File: config.mk
export PLATFORM = sky130hd
export DESIGN_NAME = scan_mux_n
export DESIGN_NICKNAME = d
export VERILOG_FILES = /design/src/rtl/clock_pkg.sv /design/src/rtl/tick_gen.sv /design/src/rtl/scan_mux_n.sv
export SDC_FILE = /design/constraint.sdc
export NUM_CORES = 1
export LEC_CHECK = 0
export CORE_MARGIN = 2
export CORE_UTILIZATION = 30
export DETAILED_ROUTE_END_ITERATION = 10
export PLACE_DENSITY = 0.52
export SETUP_SLACK_MARGIN = 0.5
export SYNTH_ARGS = -nofsm -noshare
export SYNTH_HDL_FRONTEND = slang
export SYNTH_HIERARCHICAL = 1
export SYNTH_SLANG_ARGS = --single-unit
File: constraint.sdc
create_clock -name clk -period 2.37 [get_ports clk]
set_input_delay 0.237 -clock clk [delete_from_list [all_inputs] [get_ports clk]]
set_output_delay 0.237 -clock clk [all_outputs]
set_load 0.02 [all_outputs]
File: src/rtl/clock_pkg.sv
// ---------------------------------------------------------------------------
// clock_pkg
//   Shared constants for the clock/alarm seven-segment display path, plus a
//   constant-evaluable ceil(log2) helper used to size indices and counters.
// ---------------------------------------------------------------------------
package clock_pkg;

  localparam int CH_DIGITS  = 4;       // digits on the display
  localparam int DIGIT_W    = 4;       // BCD digit width
  localparam int SCAN_DIV   = 100000;  // clk cycles per scan step
  localparam int SCAN_GUARD = 2;       // anode-off cycles after a digit change

  // ceil(log2(value)); returns 0 for value <= 1.
  function automatic int clog2(input int value);
    int r;
    r = 0;
    while ((1 << r) < value) r++;
    return r;
  endfunction

endpackage

File: src/rtl/tick_gen.sv
// ---------------------------------------------------------------------------
// tick_gen
//   Free-running prescaler 0..DIV-1 that emits a one-cycle pulse in the cycle
//   after the count reaches DIV-1. Shared by the display scanner and the
//   seconds generator.
//
// Ports
//   clk    in  system clock
//   rst_n  in  asynchronous active-low reset
//   en     in  1 = count; 0 = hold count and suppress tick
//   tick   out one-cycle pulse on each wrap
// ---------------------------------------------------------------------------
module tick_gen
  import clock_pkg::*;
#(
  parameter int DIV = SCAN_DIV
) (
  input  logic clk,
  input  logic rst_n,
  input  logic en,
  output logic tick
);

  localparam int            CW   = (clog2(DIV) < 1) ? 1 : clog2(DIV);
  localparam logic [CW-1:0] LAST = CW'(DIV - 1);

  logic [CW-1:0] r_cnt;
  logic          r_tick;

  // NOTE: state registers use non-blocking assignments so every flop samples
  // the pre-edge values; blocking here would chain r_cnt into r_tick.
  always_ff @(posedge clk or negedge rst_n) begin
    if (!rst_n) begin
      r_cnt  <= '0;
      r_tick <= 1'b0;
    end else begin
      r_tick <= en && (r_cnt == LAST);
      if (en) begin
        r_cnt <= (r_cnt == LAST) ? '0 : r_cnt + 1'b1;
      end
    end
  end

  assign tick = r_tick;

endmodule

File: src/rtl/scan_mux_n.sv
// ---------------------------------------------------------------------------
// scan_mux_n
//   N-channel, W-bit time-multiplexer for the seven-segment display. Scans
//   channels automatically at the prescaler rate or holds a manually selected
//   channel; drives registered digit data and active-low one-hot anodes, with
//   GUARD cycles of all-off anodes after every channel change to suppress
//   ghosting.
//
// Ports
//   clk         in  system clock
//   rst_n       in  asynchronous active-low reset
//   en          in  scan enable; 0 freezes prescaler, index and guard
//   mode        in  0 = auto scan, 1 = manual select
//   sel_man     in  manual channel index (ignored if >= CH)
//   data_in     in  packed channels, channel k = data_in[k*W +: W]
//   blank_mask  in  1 = keep anode k off
//   dout        out registered data of the current channel
//   sel_out     out registered current channel index
//   an_n        out registered active-low one-hot anode enables
//   tick        out prescaler wrap pulse
// ---------------------------------------------------------------------------
module scan_mux_n
  import clock_pkg::*;
#(
  parameter  int CH    = CH_DIGITS,
  parameter  int W     = DIGIT_W,
  parameter  int DIV   = SCAN_DIV,
  parameter  int GUARD = SCAN_GUARD,
  localparam int SW    = clog2(CH)
) (
  input  logic            clk,
  input  logic            rst_n,
  input  logic            en,
  input  logic            mode,
  input  logic [SW-1:0]   sel_man,
  input  logic [CH*W-1:0] data_in,
  input  logic [CH-1:0]   blank_mask,
  output logic [W-1:0]    dout,
  output logic [SW-1:0]   sel_out,
  output logic [CH-1:0]   an_n,
  output logic            tick
);

  localparam int            GW         = (GUARD > 0) ? clog2(GUARD + 1) : 1;
  localparam logic [SW-1:0] LAST_IDX   = SW'(CH - 1);
  localparam logic [GW-1:0] GUARD_LOAD = GW'(GUARD);

  logic          w_tick;
  logic [SW-1:0] r_idx;
  logic [SW-1:0] w_idx_nxt;
  logic [GW-1:0] r_guard;
  logic [GW-1:0] w_guard_nxt;
  logic [W-1:0]  r_dout;
  logic [W-1:0]  w_dout;
  logic [SW-1:0] r_sel;
  logic [CH-1:0] r_an;
  logic [CH-1:0] w_an;

  tick_gen #(
    .DIV (DIV)
  ) u_tick_gen (
    .clk   (clk),
    .rst_n (rst_n),
    .en    (en),
    .tick  (w_tick)
  );

  // Next channel index. Manual selection overrides a coincident tick; an
  // out-of-range manual index leaves the current channel in place.
  // NOTE: every combinational output gets a default first so no path through
  // the block leaves it unassigned, which would otherwise infer a latch.
  always_comb begin
    w_idx_nxt = r_idx;
    if (en) begin
      if (mode) begin
        if (int'(sel_man) < CH) w_idx_nxt = sel_man;
      end else if (w_tick) begin
        w_idx_nxt = (r_idx == LAST_IDX) ? '0 : r_idx + 1'b1;
      end
    end
  end

  // Guard counter: reloads on any channel change, otherwise counts down to 0.
  always_comb begin
    w_guard_nxt = r_guard;
    if (en) begin
      if (w_idx_nxt != r_idx) begin
        w_guard_nxt = GUARD_LOAD;
      end else if (r_guard != '0) begin
        w_guard_nxt = r_guard - 1'b1;
      end
    end
  end

  // Data mux and anode decode from the current (registered) index, so the
  // output register lands one cycle after an index or data change.
  always_comb begin
    w_dout = '0;
    w_an   = '1;
    for (int k = 0; k < CH; k++) begin
      if (r_idx == SW'(k)) begin
        w_dout = data_in[k*W +: W];
        if ((r_guard == '0) && !blank_mask[k]) w_an[k] = 1'b0;
      end
    end
  end

  always_ff @(posedge clk or negedge rst_n) begin
    if (!rst_n) begin
      r_idx   <= '0;
      r_guard <= '0;
      r_dout  <= '0;
      r_sel   <= '0;
      r_an    <= '1;
    end else begin
      r_idx   <= w_idx_nxt;
      r_guard <= w_guard_nxt;
      r_dout  <= w_dout;
      r_sel   <= r_idx;
      r_an    <= w_an;
    end
  end

  assign dout    = r_dout;
  assign sel_out = r_sel;
  assign an_n    = r_an;
  assign tick    = w_tick;

endmodule
==> metrics.md <==
| Metric | Value |
|---|---|
| DR vias/cell | roughly 4.8 |
| Antenna Nets Post-Route | 0 |
| ANT cells | 0 |
| Hold_buf cts | 0 |
| Syn Nets | between 200 and 250 |
| Antenna violations before repair | 0 |
| Die Y-Extent | 79.8 µm |
| Least-Margin Pin Slew | 0.516 ns |
| Data required, critical path | approximately 2.5 ns |
| RSZ-0062 raised after global routing | false |
| Hold crit path type | input pin to async pin |
| CTS root buffer | clkbuf_8 |
| Row Count | 27 |
| Setup violators final | 0 |
| Worst R2R Start | r_idx[0]$_DFF_PN0_ |
| Final Max Tran Viols | 0 |
| Register area share after synthesis | around 47% |
| Clock Skews | between 0.008 and 0.009 ns |
| Mux cell area share after synthesis | 1.81% |
| Port bufs | 36 |
| Synthesized area | about 1700 µm² |
| Post-route insts no fill | about 290 |
| Setup bufs post-CTS | 0 |
| DP Cell Count | 280 |
| DRT Wirelength | between 3000 and 4000 µm |
| Compound-Gate Fraction of Synth Area | approximately an eighth |
| Crit. End Element | register |
| Largest family of logic cells by synthesized area | simple AND/OR/NAND/NOR gates |
| CP max stage cell | dfrtp_2 |
| VDD IR max | 0.339 mV |
| CP Max Fanout | 7 |
| Ys flop type | dfrtp_1 |
| P_leak | roughly 0.97 nW |
| First-pass GRT wire length | 6870 µm |
| Post-layout util | a little over two fifths |
| Fill count | 548 |
| Syn Inst Count | between 150 and 200 |
| Largest net degree at the start of global routing | 33 |
| Rel. slew slack | 65.4% |
| Vias | ~1400 |
| Grt ovf | 0 |
| Asr flop ratio synth | 100% |
| Drt first-iter violations | 87 |
| Area Growth Syn to Fin | 33.9% |
| Share of cells above drive strength 1 | roughly 15% |
| TritonRoute pass-1 iters | 4 |
| Worst Setup SP | r_idx[0]$_DFF_PN0_ |
| Most frequent cell after synthesis | dfrtp_1 |
| Drt drc | 0 |
| Drt wl/cell | between 10 and 15 µm |
| Yosys warning count | 6 |
| Max incr delay on CP | 0.42 ns |
| Most frequent cells after synthesis | 28 x dfrtp_1, 15 x nand2_1, 11 x a21oi_1 |
| Via count of the first global-routing pass | 1389 |
| GRT Overall Usage | approximately 14% |
| Fin nets | between 200 and 250 |
| Max-cap violations | 0 |
| Largest cells by area after synthesis | dfrtp_1 41%, dfstp_2 6.1%, ha_1 4.4%, xnor2_1 3.6%, nand3b_1 3.5% |
| Type of origin of the critical path | register |
| Cell-by-cell listing of the critical path | inv_1 -> ha_1 -> xor2_1 -> a32o_2 -> a2111oi_4 -> a221oi_1 |
| Synth unique cells | 49 |
| Final Critical Period | between 1.5 and 2 ns |
| TNS Setup | 0 ns |
| Starting density of the core | approximately 31% |
| Synth Area in Simple Gates | roughly a quarter |
| Adder-cell share of the synthesized area | under 10% |
| PwrDens | 698 nW/µm² |
| Clock slew at reported path FFs | 0.07 ns |
| Detailed placement HPWL | ~2900 µm |
| H-tree depth | 2 |
| Ports | 37 |
| Num CTS Buffers | 5 |
| Register Area | 808 µm² |
| Area leader, netlist | dfrtp_1 |
| EDFF count, synth | 0 |
| Maximum achievable frequency | 0.570 GHz |
| Syn Area/Cell | 10.1 µm² |
| Synthesized flop and latch total | 32 |
| Clk_lat worst skew | 0.28 ns |
| Hold slack | roughly 0.34 ns |
| DIE AREA | 6370 µm² |
| Clock buffer depth | 2 |
| Status | complete, no violations |
| Period Utilization, post-route | around three quarters |
| Critical path arrival | approximately 1.9 ns |
| Multi-input gate area | between 800 and 900 µm² |
| Synth Area in XOR/XNOR | 6.60% |
| Final Hold Violating Endpoints | 0 |
| Gpl congestion | 0.750 |
| Clock sink count | 32 |
| Core Area | roughly 5500 µm² |
| Post-synth top area share | about two fifths |
| Chip width | around 80 µm |
| CTS tree | done |
| Critical path class | register to register |
==> final timing paths <==
| check | endpoint | slack (ns) | depth (start not counted) |
|---|---|---|---|
| setup reg to reg | r_guard[1]$_DFFE_PN0P_ | 0.61 | 6 |
| max in group asynchronous | an_n[3]$_DFF_PN1_ | 1.68 | 2 |
| hold / removal | r_guard[1]$_DFFE_PN0P_ | 0.34 | 2 |
| hold reg to reg | sel_out[0]$_DFF_PN0_ | 0.48 | 0 |
| min in group clk | sel_out[0]$_DFF_PN0_ | 0.48 | 0 |
| setup / recovery | r_guard[1]$_DFFE_PN0P_ | 0.61 | 6 |
==> worst max-delay path: cells and delay by family, from the launching register on <==
family / cells / cell delay [ns]
compound gates: 3 / 0.63
fa+ha+maj: 1 / 0.33
xor+xnor: 1 / 0.15
buf+inv: 1 / 0.10
flops: 1 / 0.42
==> routing by layer <==
| metal | global-route usage, % | wire (µm) |
|---|---|---|
| met1 | 19.9 | 1920 |
| met2 | 20.5 | 1730 |
| met3 | 2.83 | 128 |
| met4 | 5.08 | 52 |
| met5 | 0 | 0 |
==> cell type report <==
| cell class | count | share of cell area, % |
|---|---|---|
| Timing Repair Buffer | 42 | 17.6 |
| Inverter | 8 | 1.30 |
| Multi-Input combinational cell | 126 | 38.3 |
| Tap cell | 72 | 3.90 |
| Clock buffer | 8 | 3.90 |
| Sequential cell | 32 | 35.0 |
==> state kept, by name, indices dropped and copies added (netlist names) <==
register / flops
dout: 4
an_n: 4
u_tick_gen/r_cnt: 17
sel_out: 2
r_guard: 2
r_idx: 2
u_tick_gen/tick: 1
==> where the power goes <==
group          internal [mW]  switching [mW]
Sequential             0.642           0.102
Clock                  0.237           0.196
Combinational          0.223           0.213
==> cell usage in the layout, fill, tap and decap left out, types with 6 or more instances in the layout <==
| cell | instances |
|---|---|
| xor2_1 | 6 |
| o21ai_0 | 7 |
| nand3_1 | 8 |
| ha_1 | 6 |
| nand4_1 | 6 |
| clkdlybuf4s50_1 | 36 |
| dfrtp_1 | 26 |
| buf_4 | 6 |
| nand3b_1 | 8 |
| xnor2_1 | 7 |
| inv_1 | 8 |
| clkbuf_8 | 6 |
| nand2_1 | 15 |
| nor2_1 | 10 |
| a21oi_1 | 11 |
==> stage by stage <==
| step | setup WS [ns] | instance area, µm² | power (mW) |
|---|---|---|---|
| floorplan | 0.634 | 1720 | 0.997 |
| global placement | 0.490 | 2200 | 1.18 |
| detailed placement | 0.464 | 2200 | 1.18 |
| CTS | 0.526 | 2290 | 1.62 |
| global route | 0.521 | 2310 | 1.73 |
| finish | 0.615 | 2310 | 1.61 |
==> logic make-up after synthesis <==
kind of cell,count (synthesis)
AND/OR/NAND/NOR,72
AO/OA/AOI/OAI,32
flip-flops,32
XOR/XNOR,13
buffers and inverters,12
adder cells (fa/ha/maj),6
multiplexers,3
==> timing repair <==
item | in CTS | in global routing
gates cloned | 0 | 0
hold endpoints to repair | 0 | 0
gates resized for setup | 2 | 3
setup endpoints to repair | 1 | 1
No activity file was read; power rests on OpenSTA's default activity.
